File: config.mk
export PLATFORM = sky130hd
export DESIGN_NAME = mvm_wb_sequencer
export DESIGN_NICKNAME = d
export VERILOG_FILES = /design/src/rtl/mvm_wb_sequencer.sv
export SDC_FILE = /design/constraint.sdc
export NUM_CORES = 1
export LEC_CHECK = 0
export ABC_AREA = 1
export CORE_MARGIN = 3
export CORE_UTILIZATION = 51
export DETAILED_ROUTE_END_ITERATION = 7
export GPL_TIMING_DRIVEN = 1
export MAX_ROUTING_LAYER = met4
export PLACE_DENSITY = 0.95
export REMOVE_ABC_BUFFERS = 1
export SETUP_SLACK_MARGIN = 0.2
export SYNTH_ARGS = -nofsm -noshare
export SYNTH_HDL_FRONTEND = slang
export SYNTH_SLANG_ARGS = --single-unit
export TNS_END_PERCENT = 1
File: constraint.sdc
create_clock -name clk -period 4 [get_ports clk]
set_input_delay 0.6 -clock clk [delete_from_list [all_inputs] [get_ports clk]]
set_output_delay 0.6 -clock clk [all_outputs]
set_load 0.02 [all_outputs]
File: src/rtl/mvm_wb_sequencer.sv
// rtl/mvm_wb_sequencer.sv - Wishbone slave sequencer for the matrix_vector_mul_core datapath
// Define MVM_SEQ_IRQ_EN to add the irq_o output and the CTRL.IRQ_EN bit.
module mvm_wb_sequencer #(
    parameter int ROWS         = 4,
    parameter int COLUMNS      = 4,
    parameter int WIDTH        = 8,
    parameter int CORE_LATENCY = 2
) (
    input  logic                          clk,
    input  logic                          rstn,
    input  logic                          wbs_stb_i,
    input  logic                          wbs_cyc_i,
    input  logic                          wbs_we_i,
    input  logic [3:0]                    wbs_sel_i,
    input  logic [31:0]                   wbs_adr_i,
    input  logic [31:0]                   wbs_dat_i,
    output logic                          wbs_ack_o,
    output logic [31:0]                   wbs_dat_o,
    output logic [ROWS*COLUMNS*WIDTH-1:0] core_x1_o,
    output logic [COLUMNS*WIDTH-1:0]      core_x2_o,
    output logic                          core_clk_enable_o,
`ifdef MVM_SEQ_IRQ_EN
    output logic                          irq_o,
`endif
    input  logic [ROWS*WIDTH-1:0]         core_y_i
);
    localparam int MW = ROWS*COLUMNS*WIDTH/32;
    localparam int VW = COLUMNS*WIDTH/32;
    localparam int RW = ROWS*WIDTH/32;

    typedef enum logic [1:0] {S_IDLE, S_RUN, S_CAPTURE, S_DONE} state_t;

    state_t                r_state, w_state_nxt;
    logic [3:0]            r_cnt;
    logic                  r_ack;
    logic [31:0]           r_dat;
    logic [MW-1:0][31:0]   r_mat;
    logic [VW-1:0][31:0]   r_vec;
    logic [RW-1:0][31:0]   r_res;
    logic                  r_done, r_err;
    logic                  w_done_nxt, w_err_nxt;
    logic                  w_access, w_wr, w_start, w_clr, w_start_ok, w_busy;
    logic                  w_mat_hit, w_vec_hit, w_op_wr, w_irq_en_rd;
    logic [5:0]            w_word;
    logic [31:0]           w_rdata;
    logic                  w_unused;

    assign w_unused   = ^{wbs_adr_i[31:8], wbs_adr_i[1:0]};
    assign w_word     = wbs_adr_i[7:2];
    // A new access is only taken while ack is low, giving the 2-cycle handshake.
    assign w_access   = wbs_stb_i & wbs_cyc_i & ~r_ack;
    assign w_wr       = w_access & wbs_we_i;
    assign w_start    = w_wr & (w_word == 6'd0) & wbs_dat_i[0];
    assign w_clr      = w_wr & (w_word == 6'd0) & wbs_dat_i[1];
    assign w_start_ok = w_start & ~w_busy;
    assign w_mat_hit  = (int'(w_word) >= 4) && (int'(w_word) < 4 + MW);
    assign w_vec_hit  = (int'(w_word) >= 8) && (int'(w_word) < 8 + VW);
    assign w_op_wr    = w_wr & (w_mat_hit | w_vec_hit);

    always_ff @(posedge clk or negedge rstn) begin
        if (!rstn) r_state <= S_IDLE;
        else       r_state <= w_state_nxt;
    end

    always_comb begin
        w_state_nxt = r_state;
        case (r_state)
            S_IDLE:    if (w_start_ok) w_state_nxt = S_RUN;
            S_RUN:     if (r_cnt == 4'd0) w_state_nxt = S_CAPTURE;
            S_CAPTURE: w_state_nxt = S_DONE;
            S_DONE:    w_state_nxt = w_start_ok ? S_RUN : S_IDLE;
            default:   w_state_nxt = S_IDLE;
        endcase
    end

    always_comb begin
        w_busy            = (r_state == S_RUN) || (r_state == S_CAPTURE);
        core_clk_enable_o = (r_state == S_RUN);
    end

    always_ff @(posedge clk or negedge rstn) begin
        if (!rstn)                 r_cnt <= 4'd0;
        else if (w_start_ok)       r_cnt <= 4'(CORE_LATENCY - 1);
        else if (r_state == S_RUN) r_cnt <= r_cnt - 4'd1;
    end

    // CLR is applied before START and before any new error in the same access.
    always_comb begin
        w_done_nxt = r_done;
        w_err_nxt  = r_err;
        if (w_clr) begin
            w_done_nxt = 1'b0;
            w_err_nxt  = 1'b0;
        end
        if (r_state == S_DONE) w_done_nxt = 1'b1;
        if (w_start_ok)        w_done_nxt = 1'b0;
        if ((w_start | w_op_wr) & w_busy) w_err_nxt = 1'b1;
    end

`ifdef MVM_SEQ_IRQ_EN
    logic r_irq_en, r_irq, w_irq_en_nxt;
    assign w_irq_en_nxt = (w_wr && w_word == 6'd0) ? wbs_dat_i[2] : r_irq_en;
    always_ff @(posedge clk or negedge rstn) begin
        if (!rstn) begin
            r_irq_en <= 1'b0;
            r_irq    <= 1'b0;
        end else begin
            r_irq_en <= w_irq_en_nxt;
            r_irq    <= w_done_nxt & w_irq_en_nxt;
        end
    end
    assign irq_o       = r_irq;
    assign w_irq_en_rd = r_irq_en;
`else
    assign w_irq_en_rd = 1'b0;
`endif

    always_comb begin
        w_rdata = '0;
        if (w_word == 6'd0)      w_rdata = {29'd0, w_irq_en_rd, 2'b00};
        else if (w_word == 6'd1) w_rdata = {24'd0, 2'b00, r_state, 1'b0, r_err, r_done, w_busy};
        for (int k = 0; k < MW; k++) if (int'(w_word) == 4 + k)  w_rdata = r_mat[k];
        for (int k = 0; k < VW; k++) if (int'(w_word) == 8 + k)  w_rdata = r_vec[k];
        for (int k = 0; k < RW; k++) if (int'(w_word) == 12 + k) w_rdata = r_res[k];
    end

    always_ff @(posedge clk or negedge rstn) begin
        if (!rstn) begin
            r_ack <= 1'b0;
            r_dat <= '0;
        end else begin
            r_ack <= w_access;
            r_dat <= (w_access & ~wbs_we_i) ? w_rdata : '0;
        end
    end

    always_ff @(posedge clk or negedge rstn) begin
        if (!rstn) begin
            r_mat  <= '0;
            r_vec  <= '0;
            r_res  <= '0;
            r_done <= 1'b0;
            r_err  <= 1'b0;
        end else begin
            r_done <= w_done_nxt;
            r_err  <= w_err_nxt;
            if (r_state == S_CAPTURE) r_res <= core_y_i;
            if (w_wr && !w_busy) begin
                for (int k = 0; k < MW; k++)
                    for (int b = 0; b < 4; b++)
                        if (int'(w_word) == 4 + k && wbs_sel_i[b])
                            r_mat[k][8*b +: 8] <= wbs_dat_i[8*b +: 8];
                for (int k = 0; k < VW; k++)
                    for (int b = 0; b < 4; b++)
                        if (int'(w_word) == 8 + k && wbs_sel_i[b])
                            r_vec[k][8*b +: 8] <= wbs_dat_i[8*b +: 8];
            end
        end
    end

    assign wbs_ack_o = r_ack;
    assign wbs_dat_o = r_dat;
    assign core_x1_o = r_mat;
    assign core_x2_o = r_vec;
endmodule

==> impl_metrics.py, run 1 <==
metrics = {
    "sta": {
        "layout_min_cycle_time_ns": 3.101,
        "max_freq_mhz": 322.4,
        "hold_violations": 0,
        "setup_viol": 0,
        "worst_pin_slew_ns": 0.8988,
        "whs_ns": 0.1277,
        "rsz0062_at_grt": "false",
        "slew_headroom": 0.4008,
        "tns_ns": 0,
        "fin_crit_sh": 0.7754,
        "drv_slew": 0,
        "finalClockSkew_ns": 0.007926,
    },
    "power": {
        "p_leak_nw": 6.469,
        "power_density_nw_per_um2": 432.5,
        "irDropWorstVdd_mv": 0.4903,
    },
    "global_routing": {
        "grt_pass1_vias": 9835,
        "grt_first_pass_wirelength_um": 53120,
        "grt-ovfl-total": 0,
        "antenna_found_initial": 1,
        "grt_util_all_layers": 0.3175,
        "grt_max_degree": 113,
    },
    "cts": {
        "holdBufCountCts": 0,
        "clkSlewWorstSetupHoldPaths_ns": 0.06,
        "postCtsSetupRepairBufs": 0,
        "insertion_delay_ns": 0.51,
        "numCtsBuffers": 25,
        "cts_max_path_buffers": 3,
        "cts_tree": "built",
        "cts-resized-gates": 0,
        "root_buffer": "clkbuf_16",
        "cts.sinks": 233,
        "h-tree-depth": 1,
    },
    "logic_synthesis": {
        "ys_top_cells_by_area": "dfrtp_1 58%, nand2_1 14%, o21ai_0 9.3%",
        "syn_inst": 1183,
        "synth.distinct_cells": 27,
        "synth-seq-cells": 233,
        "yosysWarningCount": 0,
        "ys_seq_area_frac": 0.5752,
        "yosysTopAreaCell": "dfrtp_1",
        "ys.flop_type": "dfrtp_1",
        "synthArstFlopShare": 1.000,
        "synth_top_cell_area_share": 0.5752,
        "synth.top_cells.by_count": "391 x nand2_1, 233 x dfrtp_1, 189 x o21ai_0",
        "synth_edf_count": 0,
        "syn_avg_cell_area_um2": 8.568,
        "yosysMostFrequentCell": "nand2_1",
        "synth_area_um2": 10140,
    },
    "final_layout": {
        "seqCellArea_um2": 5831,
        "fill_cells": 1295,
        "drive_gt1_frac": 0.06967,
        "final_nets": 1561,
        "multi_input_area_um2": 3700,
        "syn_to_final_growth_pct": 37.18,
    },
    "critical_path": {
        "slowest_stage": "nand3_2",
        "reg2reg_slack_ns": 1.49,
        "reg2reg_depth": 8,
        "cp-end-kind": "flip-flop",
        "worstPathMaxFanout": 17,
        "path_buf_inv": 3,
        "cp.depth": 9,
        "crit_required_ns": 4.35,
        "crit_family": "simple AND/OR/NAND/NOR gates",
        "worstPathCellList": "clkdlybuf4s50_1 -> nor2_1 -> nand3_2 -> inv_2 -> nand2_2 -> inv_2 -> nand2_1 -> nand2_1 -> o21ai_0",
        "worst_path_largest_cell_delay_ns": 0.58,
        "crit_type": "input pin to flip-flop",
        "cp.arrival_ns": 3.45,
        "start_kind": "input pin",
    },
    "drt": {
        "dr_total_vias": 9714,
        "viasPerCell": 5.628,
        "ant_nets": 0,
        "drt_iter0_drc": 715,
        "drt-pass1-iter-count": 5,
        "drt_wl_total_um": 34010,
        "drc": 0,
        "wl_per_cell_um": 19.70,
    },
    "floorplan": {
        "die_h_um": 147.0,
        "core_um2": 19080,
        "ios": 299,
        "die_w_um": 147.0,
        "die_area_um2": 21600,
        "start_util": 0.5312,
        "num_rows": 50,
    },
    "job": {
        "max_cap_violations": 0,
    },
    "placement": {
        "gp_congestion": 0.8821,
        "hpwl_um": 22660,
        "port_buffers": 272,
    },
    "run_status": {
        "status": "complete, no violations",
    },
    "hold_path": {
        "hp-class": "input pin to asynchronous set/reset pin",
    },
}
[path summary, 6_finish.rpt]
path	startpoint	end
setup / recovery	wbs_adr_i[3]	core_x2_o[3]$_DFFE_PN0P_
hold / removal	rstn	core_x1_o[6]$_DFFE_PN0P_
setup reg to reg	r_state[0]$_DFFE_PN0P_	core_x2_o[3]$_DFFE_PN0P_
hold reg to reg	core_x1_o[23]$_DFFE_PN0P_	core_x1_o[23]$_DFFE_PN0P_
max in group asynchronous	rstn	core_x1_o[97]$_DFFE_PN0P_
min in group clk	core_x1_o[23]$_DFFE_PN0P_	core_x1_o[23]$_DFFE_PN0P_
[cells in the final DEF (no fill, tap or decap)]
cell,Yosys,routed
a21oi_1,32,32
clkbuf_8,0,6
o21ai_2,21,21
dfrtp_1,233,233
inv_2,4,4
xor2_1,2,2
buf_4,0,15
nor2_4,2,4
nand4_1,5,5
nand3_2,1,1
diode_2,0,2
nand2_4,4,4
nand3b_1,1,1
nor3_1,2,2
clkbuf_16,0,25
clkdlybuf4s50_1,0,271
nor3_4,2,2
or2_2,1,1
o21ai_1,15,15
o21ai_0,189,189
buf_12,0,2
ha_1,7,6
clkinv_1,1,1
o211ai_1,4,4
nor2_2,10,9
nor2_1,72,71
clkbuf_1,27,8
clkinv_2,0,1
nand2_2,3,3
ha_2,0,1
bufinv_16,0,2
buf_8,0,1
nand2_1,391,391
inv_1,91,91
nand3_1,40,40
[cell type report]
cell class                      count  share of cell area
Antenna cell                        2           0.0003599
Clock buffer                       39             0.05309
Clock inverter                      3            0.004679
Inverter                           96             0.02592
Multi-Input combinational cell    804              0.2661
Sequential cell                   233              0.4193
Tap cell                          260             0.02340
Timing Repair Buffer              289              0.2071
[metal layers]
metal	GRT usage	wire [µm]	up-vias
met1	0.3915	12780	4636
met4	0.1496	1706	0
met2	0.5105	16430	604
met5	-	0	-
li1	-	-	4327
met3	0.05953	3102	147
[flip-flops by register name, summed over array words and instances (netlist names)]
signal,count
r_cnt,4
r_state,2
r_done,1
wbs_ack_o,1
core_x2_o,32
core_x1_o,128
r_res,32
r_err,1
wbs_dat_o,32
[power breakdown]
part           switching (mW)  internal (mW)  leakage [nW]  total [mW]
combinational           0.641          0.364          2.90        1.00
sequential              0.122           2.60          3.18        2.72
clock                   0.901           1.38         0.393        2.28
total                    1.66           4.35          6.47        6.01
[cell families after synthesis]
| kind of cell | count (synthesis) | share of synthesized area |
|---|---|---|
| simple gates | 534 | 0.2155 |
| fa+ha+maj | 7 | 0.008641 |
| buf+inv | 146 | 0.06123 |
| compound gates | 261 | 0.1376 |
| flops | 233 | 0.5752 |
| xor+xnor | 2 | 0.001728 |
[worst register-to-register path, stage by stage, from the launching register on]
cell,delay (ns)
dfrtp_1,0.43
inv_1,0.12
ha_1,0.35
inv_1,0.12
nand2_1,0.23
nor2_2,0.29
nand2_1,0.46
nand2_1,0.21
o21ai_0,0.13
[through the flow]
step	cell area (µm²)	utilization	setup slack, ns	cells	power [mW]
6_report	13900	0.7287	0.8986	1726	6.013
5_1_grt	13900	0.7286	0.8752	1725	6.281
4_1_cts	13900	0.7285	1.032	1724	6.024
2_1_floorplan	9876	-	1.217	1133	3.281
3_5_place_dp	13100	0.6864	0.5385	1682	3.740
3_3_place_gp	13100	0.6864	0.7276	1682	3.662
Power figures use the tool's default switching activity.
==> run 2, diff against run 1 <==
--- a/config.mk
+++ b/config.mk
@@ -7,11 +7,11 @@
 export LEC_CHECK = 0
 export ABC_AREA = 1
 export CORE_MARGIN = 3
-export CORE_UTILIZATION = 51
+export CORE_UTILIZATION = 43
 export DETAILED_ROUTE_END_ITERATION = 7
 export GPL_TIMING_DRIVEN = 1
 export MAX_ROUTING_LAYER = met4
-export PLACE_DENSITY = 0.95
+export PLACE_DENSITY = 0.88
 export REMOVE_ABC_BUFFERS = 1
 export SETUP_SLACK_MARGIN = 0.2
 export SYNTH_ARGS = -nofsm -noshare
==> constraint.sdc (replaced) <==
create_clock -name clk -period 2.55 [get_ports clk]
set_input_delay 0.3825 -clock clk [delete_from_list [all_inputs] [get_ports clk]]
set_output_delay 0.3825 -clock clk [all_outputs]
set_load 0.02 [all_outputs]
==> impl_metrics.py, run 2 (same netlist as run 1, synthesis figures left out) <==
metrics = {
    "drt": {
        "drt-pass1-iter-count": 6,
        "wl_per_cell_um": 18.27,
        "viasPerCell": 5.341,
        "dr_total_vias": 9662,
        "drt_iter0_drc": 736,
        "drc": 0,
        "ant_nets": 0,
        "drt_wl_total_um": 33060,
    },
    "hold_path": {
        "hp-class": "input pin to flip-flop",
        "hold_depth": 3,
        "hold_start": "core_y_i[23]",
        "worst_hold_path.endpoint": "r_res[23]$_DFFE_PN0N_",
    },
    "global_routing": {
        "grt_pass1_vias": 9574,
        "grt-ovfl-total": 0,
        "grt_first_pass_wirelength_um": 51630,
        "antenna_found_initial": 0,
        "grt_util_all_layers": 0.2589,
        "grt_max_degree": 89,
    },
    "cts": {
        "insertion_delay_ns": 0.52,
        "postCtsSetupRepairBufs": 0,
        "h-tree-depth": 1,
        "numCtsBuffers": 25,
        "root_buffer": "clkbuf_16",
        "cts_max_path_buffers": 3,
        "cts_tree": "built",
        "cts.sinks": 233,
        "clkSlewWorstSetupHoldPaths_ns": 0.06,
    },
    "floorplan": {
        "ios": 299,
        "core_um2": 22920,
        "die_area_um2": 25450,
        "start_util": 0.4423,
        "num_rows": 55,
        "die_w_um": 159.5,
        "die_h_um": 159.5,
    },
    "sta": {
        "hold_violations": 0,
        "slew_headroom": 0.5081,
        "layout_min_cycle_time_ns": 2.170,
        "finalClockSkew_ns": 0.01133,
        "tns_ns": 0,
        "fin_crit_sh": 0.8508,
        "rsz0062_at_grt": "false",
        "drv_slew": 0,
        "worst_pin_slew_ns": 0.7368,
        "setup_viol": 0,
        "max_freq_mhz": 460.9,
    },
    "final_layout": {
        "final_cell_mix": "390 x nand2_1, 270 x clkdlybuf4s50_1, 233 x dfrtp_1, 189 x o21ai_0, 91 x inv_1",
        "drive_gt1_frac": 0.09425,
        "final_nets": 1591,
        "syn_to_final_growth_pct": 40.85,
        "final_common_cell": "nand2_1",
        "antenna_cells": 0,
        "post-route-util": 0.6230,
        "fin_area_um2": 14280,
        "final_cells": 1809,
        "largest_register_ffs": 128,
    },
    "critical_path": {
        "crit_required_ns": 2.17,
        "cp.arrival_ns": 1.79,
        "r2r_end": "core_x1_o[39]$_DFFE_PN0P_",
        "crit_type": "flip-flop to output port",
        "reg2reg_slack_ns": 0.43,
        "cp-end-kind": "output port",
        "reg2reg_from": "r_state[0]$_DFFE_PN0P_",
        "worstPathMaxFanout": 5,
        "start_kind": "flip-flop",
        "reg2reg_depth": 8,
    },
    "placement": {
        "gp_congestion": 0.8635,
        "dp.cells": 1764,
        "placed_area_um2": 13470,
        "hpwl_um": 22610,
        "port_buffers": 272,
    },
    "run_status": {
        "status": "complete, no violations",
    },
    "power": {
        "total_power_mw": 9.300,
        "p_sw_mw": 2.660,
        "power_density_nw_per_um2": 651.4,
        "p_leak_nw": 6.622,
        "irDropWorstVdd_mv": 0.4824,
        "sw_frac_of_total": 0.2860,
        "power_frac_clock": 0.370,
        "power_frac_seq": 0.459,
        "p_int_mw": 6.640,
        "power_frac_comb": 0.171,
    },
    "job": {
        "max_cap_violations": 0,
    },
}
-- run 2: cell count changes in the layout (fill, tap and decap cells not counted), moves of 2 or more --
cell / delta
buf_4: +22
clkinv_2: +9
buf_12: +7
clkbuf_1: -7
nor2_2: -4
nor2_4: +4
bufinv_16: -2
clkinvlp_4: +2
diode_2: -2
-- run 2: final cells by class --
class	count	area (µm²)
clock buffers	32	711.9
flip-flops and latches	233	5831
clock inverters	12	65.06
well taps	313	391.6
repair buffers	319	3194
inverters	96	360.3
fillers	1792	8640
multi-input cells	804	3722
-- run 2: stage by stage --
stage | worst slack, ns | hold slack [ns]
2_1_floorplan | -0.01573 | 0.08691
3_3_place_gp | 0.1926 | 0.4428
3_5_place_dp | 0.1277 | 0.4468
4_1_cts | 0.2585 | 0.4143
5_1_grt | 0.2564 | 0.4220
6_report | 0.3805 | 0.4347
-- run 2: worst max path at each step --
stage	startpoint	end	cells after the start
after global placement	wbs_adr_i[3]	core_x2_o[23]$_DFFE_PN0P_	9
final	r_state[1]$_DFFE_PN0P_	core_clk_enable_o	3
after detailed placement	wbs_adr_i[3]	core_x2_o[23]$_DFFE_PN0P_	9
after CTS	r_state[0]$_DFFE_PN0P_	core_x1_o[39]$_DFFE_PN0P_	8
after global routing	r_state[1]$_DFFE_PN0P_	core_x2_o[23]$_DFFE_PN0P_	7
after floorplan	wbs_adr_i[3]	wbs_dat_o[21]$_DFF_PN0_	6
-- run 2: power by group through the flow --
| stage | clock network, mW | logic (mW) | registers, mW |
|---|---|---|---|
| 2_1_floorplan | 0 | 0.775 | 4.37 |
| 3_3_place_gp | 0 | 1.49 | 4.30 |
| 3_5_place_dp | 0 | 1.58 | 4.33 |
| 4_1_cts | 3.49 | 1.59 | 4.26 |
| 5_1_grt | 3.64 | 1.78 | 4.30 |
| 6_report | 3.44 | 1.59 | 4.27 |
-- run 2: what timing repair did --
item                       in CTS  in global routing
resized for setup               1                  5
setup endpoints to repair       1                 86
hold buffers                    1                  0
hold endpoints to repair       79                  0
-- run 2: worst max-delay path: stages (launching register included) --
cell and delay, ns:
dfrtp_1 0.45, inv_1 0.15, ha_1 0.30, dlygate4sd2_1 0.37
-- run 2: per-layer routing --
layer / wire length (µm) / up-vias / track usage
met5: 0 / - / -
met3: 2966 / 117 / 0.05411
met1: 12790 / 4632 / 0.3123
met4: 1342 / 0 / 0.09948
met2: 15960 / 541 / 0.4287
li1: - / 4372 / -
==> run 3, diff against run 2 <==
--- a/config.mk
+++ b/config.mk
@@ -11,7 +11,7 @@
 export DETAILED_ROUTE_END_ITERATION = 7
 export GPL_TIMING_DRIVEN = 1
 export MAX_ROUTING_LAYER = met4
-export PLACE_DENSITY = 0.88
+export PLACE_DENSITY = 0.77
 export REMOVE_ABC_BUFFERS = 1
 export SETUP_SLACK_MARGIN = 0.2
 export SYNTH_ARGS = -nofsm -noshare
==> constraint.sdc (replaced) <==
create_clock -name clk -period 2.55 [get_ports clk]
set_input_delay 0.765 -clock clk [delete_from_list [all_inputs] [get_ports clk]]
set_output_delay 0.765 -clock clk [all_outputs]
set_load 0.02 [all_outputs]
==> impl_metrics.py, run 3 (same netlist as run 1, synthesis figures left out) <==
metrics = {
    "sta": {
        "drv_slew": 0,
        "slew_headroom": 0.6385,
        "worst_pin_slew_ns": 0.5422,
        "fin_crit_sh": 0.9207,
        "max_freq_mhz": 425.9,
        "tns_ns": 0,
        "setup_viol": 0,
        "hold_violations": 0,
        "layout_min_cycle_time_ns": 2.348,
        "finalClockSkew_ns": 0.009992,
        "rsz0062_at_grt": "true",
    },
    "critical_path": {
        "crit_required_ns": 1.79,
        "slowest_stage": "clkdlybuf4s50_1",
        "cp.arrival_ns": 1.58,
        "worstPathMaxFanout": 3,
        "crit_family": "buffers and inverters",
        "crit_type": "flip-flop to output port",
        "worstPathCellList": "clkdlybuf4s50_1",
        "start_kind": "flip-flop",
        "worst_path_largest_cell_delay_ns": 0.68,
        "path_buf_inv": 1,
        "cp-end-kind": "output port",
    },
    "final_layout": {
        "final_cell_mix": "391 x nand2_1, 269 x clkdlybuf4s50_1, 232 x dfrtp_1, 189 x o21ai_0, 90 x inv_1",
        "final_common_cell": "nand2_1",
        "fill_cells": 1838,
        "syn_to_final_growth_pct": 44.20,
        "multi_input_area_um2": 3702,
        "drive_gt1_frac": 0.1154,
        "final_nets": 1631,
        "seqCellArea_um2": 5832,
        "largest_register_ffs": 128,
    },
    "cts": {
        "cts_max_path_buffers": 3,
        "postCtsSetupRepairBufs": 0,
        "root_buffer": "clkbuf_16",
        "h-tree-depth": 1,
        "holdBufCountCts": 0,
        "insertion_delay_ns": 0.52,
        "cts.sinks": 233,
        "cts_tree": "built",
        "clkSlewWorstSetupHoldPaths_ns": 0.06,
        "numCtsBuffers": 25,
    },
    "run_status": {
        "status": "complete, no violations",
    },
    "floorplan": {
        "ios": 299,
        "die_h_um": 159.5,
        "num_rows": 55,
        "die_area_um2": 25450,
        "core_um2": 22920,
        "start_util": 0.4423,
        "die_w_um": 159.5,
    },
    "global_routing": {
        "grt-ovfl-total": 0,
        "grt_util_all_layers": 0.2598,
        "antenna_found_initial": 1,
        "grt_pass1_vias": 9476,
        "grt_max_degree": 66,
        "grt_first_pass_wirelength_um": 51730,
    },
    "drt": {
        "ant_nets": 0,
        "drc": 0,
        "wl_per_cell_um": 17.70,
        "drt-pass1-iter-count": 6,
        "dr_total_vias": 9424,
        "drt_iter0_drc": 649,
        "drt_wl_total_um": 32710,
        "viasPerCell": 5.100,
    },
    "power": {
        "p_leak_nw": 6.832,
        "power_density_nw_per_um2": 637.2,
        "irDropWorstVdd_mv": 0.4094,
        "total_power_mw": 9.314,
    },
    "placement": {
        "gp_congestion": 0.8732,
        "port_buffers": 272,
        "hpwl_um": 22840,
    },
    "hold_path": {
        "hp-class": "input pin to asynchronous set/reset pin",
    },
    "job": {
        "max_cap_violations": 0,
    },
}
run 3: changes by cell type in the layout (fill, tap and decap cells not counted), sizes merged, moves of 2 or more:
cell / change
clkinv: -6
buf: +42
clkinvlp: -2
clkbuf: +4
run 3: metal layers:
metal	vias to the layer above	global-route usage	wire (µm)
met5	-	-	0
met4	0	0.07163	841
met3	68	0.04527	2524
met2	410	0.4230	15560
met1	4484	0.3376	13790
li1	4462	-	-
run 3: through the flow:
step / util / std cells / area (µm²) / setup slack, ns / hold slack [ns]
floorplan: - / 1133 / 9876 / -0.3982 / 0.4494
CTS: 0.6380 / 1847 / 14620 / 0.1877 / 0.2144
finish: 0.6378 / 1848 / 14620 / 0.2021 / 0.1977
global route: 0.6378 / 1848 / 14620 / 0.1687 / 0.2137
global placement: 0.6044 / 1805 / 13850 / -0.01819 / 0.4720
detailed placement: 0.6044 / 1805 / 13850 / -0.09895 / 0.4758
run 3: path summary, 6_finish.rpt:
path / slack, ns / depth (start not counted) / end / start
min: 0.20 / 1 / core_x1_o[25]$_DFFE_PN0P_ / rstn
max reg2reg: 0.41 / 10 / core_x1_o[16]$_DFFE_PN0P_ / r_state[0]$_DFFE_PN0P_
max: 0.20 / 1 / core_x1_o[3] / core_x1_o[3]$_DFFE_PN0P_
min in group clk: 0.50 / 2 / r_err$_DFFE_PN0P_ / r_err$_DFFE_PN0P_
min reg2reg: 0.50 / 2 / r_err$_DFFE_PN0P_ / r_err$_DFFE_PN0P_
max in group asynchronous: 1.67 / 2 / wbs_dat_o[21]$_DFF_PN0_ / rstn
run 3: area by class of cell:
class / instances / share of cell area
Multi-Input combinational cell: 804 / 0.2533
Clock buffer: 36 / 0.04837
Tap cell: 313 / 0.02679
Clock inverter: 6 / 0.004023
Antenna cell: 1 / 0.0001712
Sequential cell: 233 / 0.3990
Inverter: 96 / 0.02465
Timing Repair Buffer: 359 / 0.2437
run 3: report_power, final:
| group | switching [mW] | total (mW) | internal, mW |
|---|---|---|---|
| registers | 0.184 | 4.27 | 4.08 |
| clock network | 1.44 | 3.45 | 2.01 |
| logic | 0.971 | 1.59 | 0.621 |
| total | 2.60 | 9.31 | 6.72 |
run 3: what timing repair did:
item                                    in CTS  in global routing
endpoints found under the setup margin       4                 37
endpoints found under the hold margin        0                  0
gates resized for setup                      7                  1
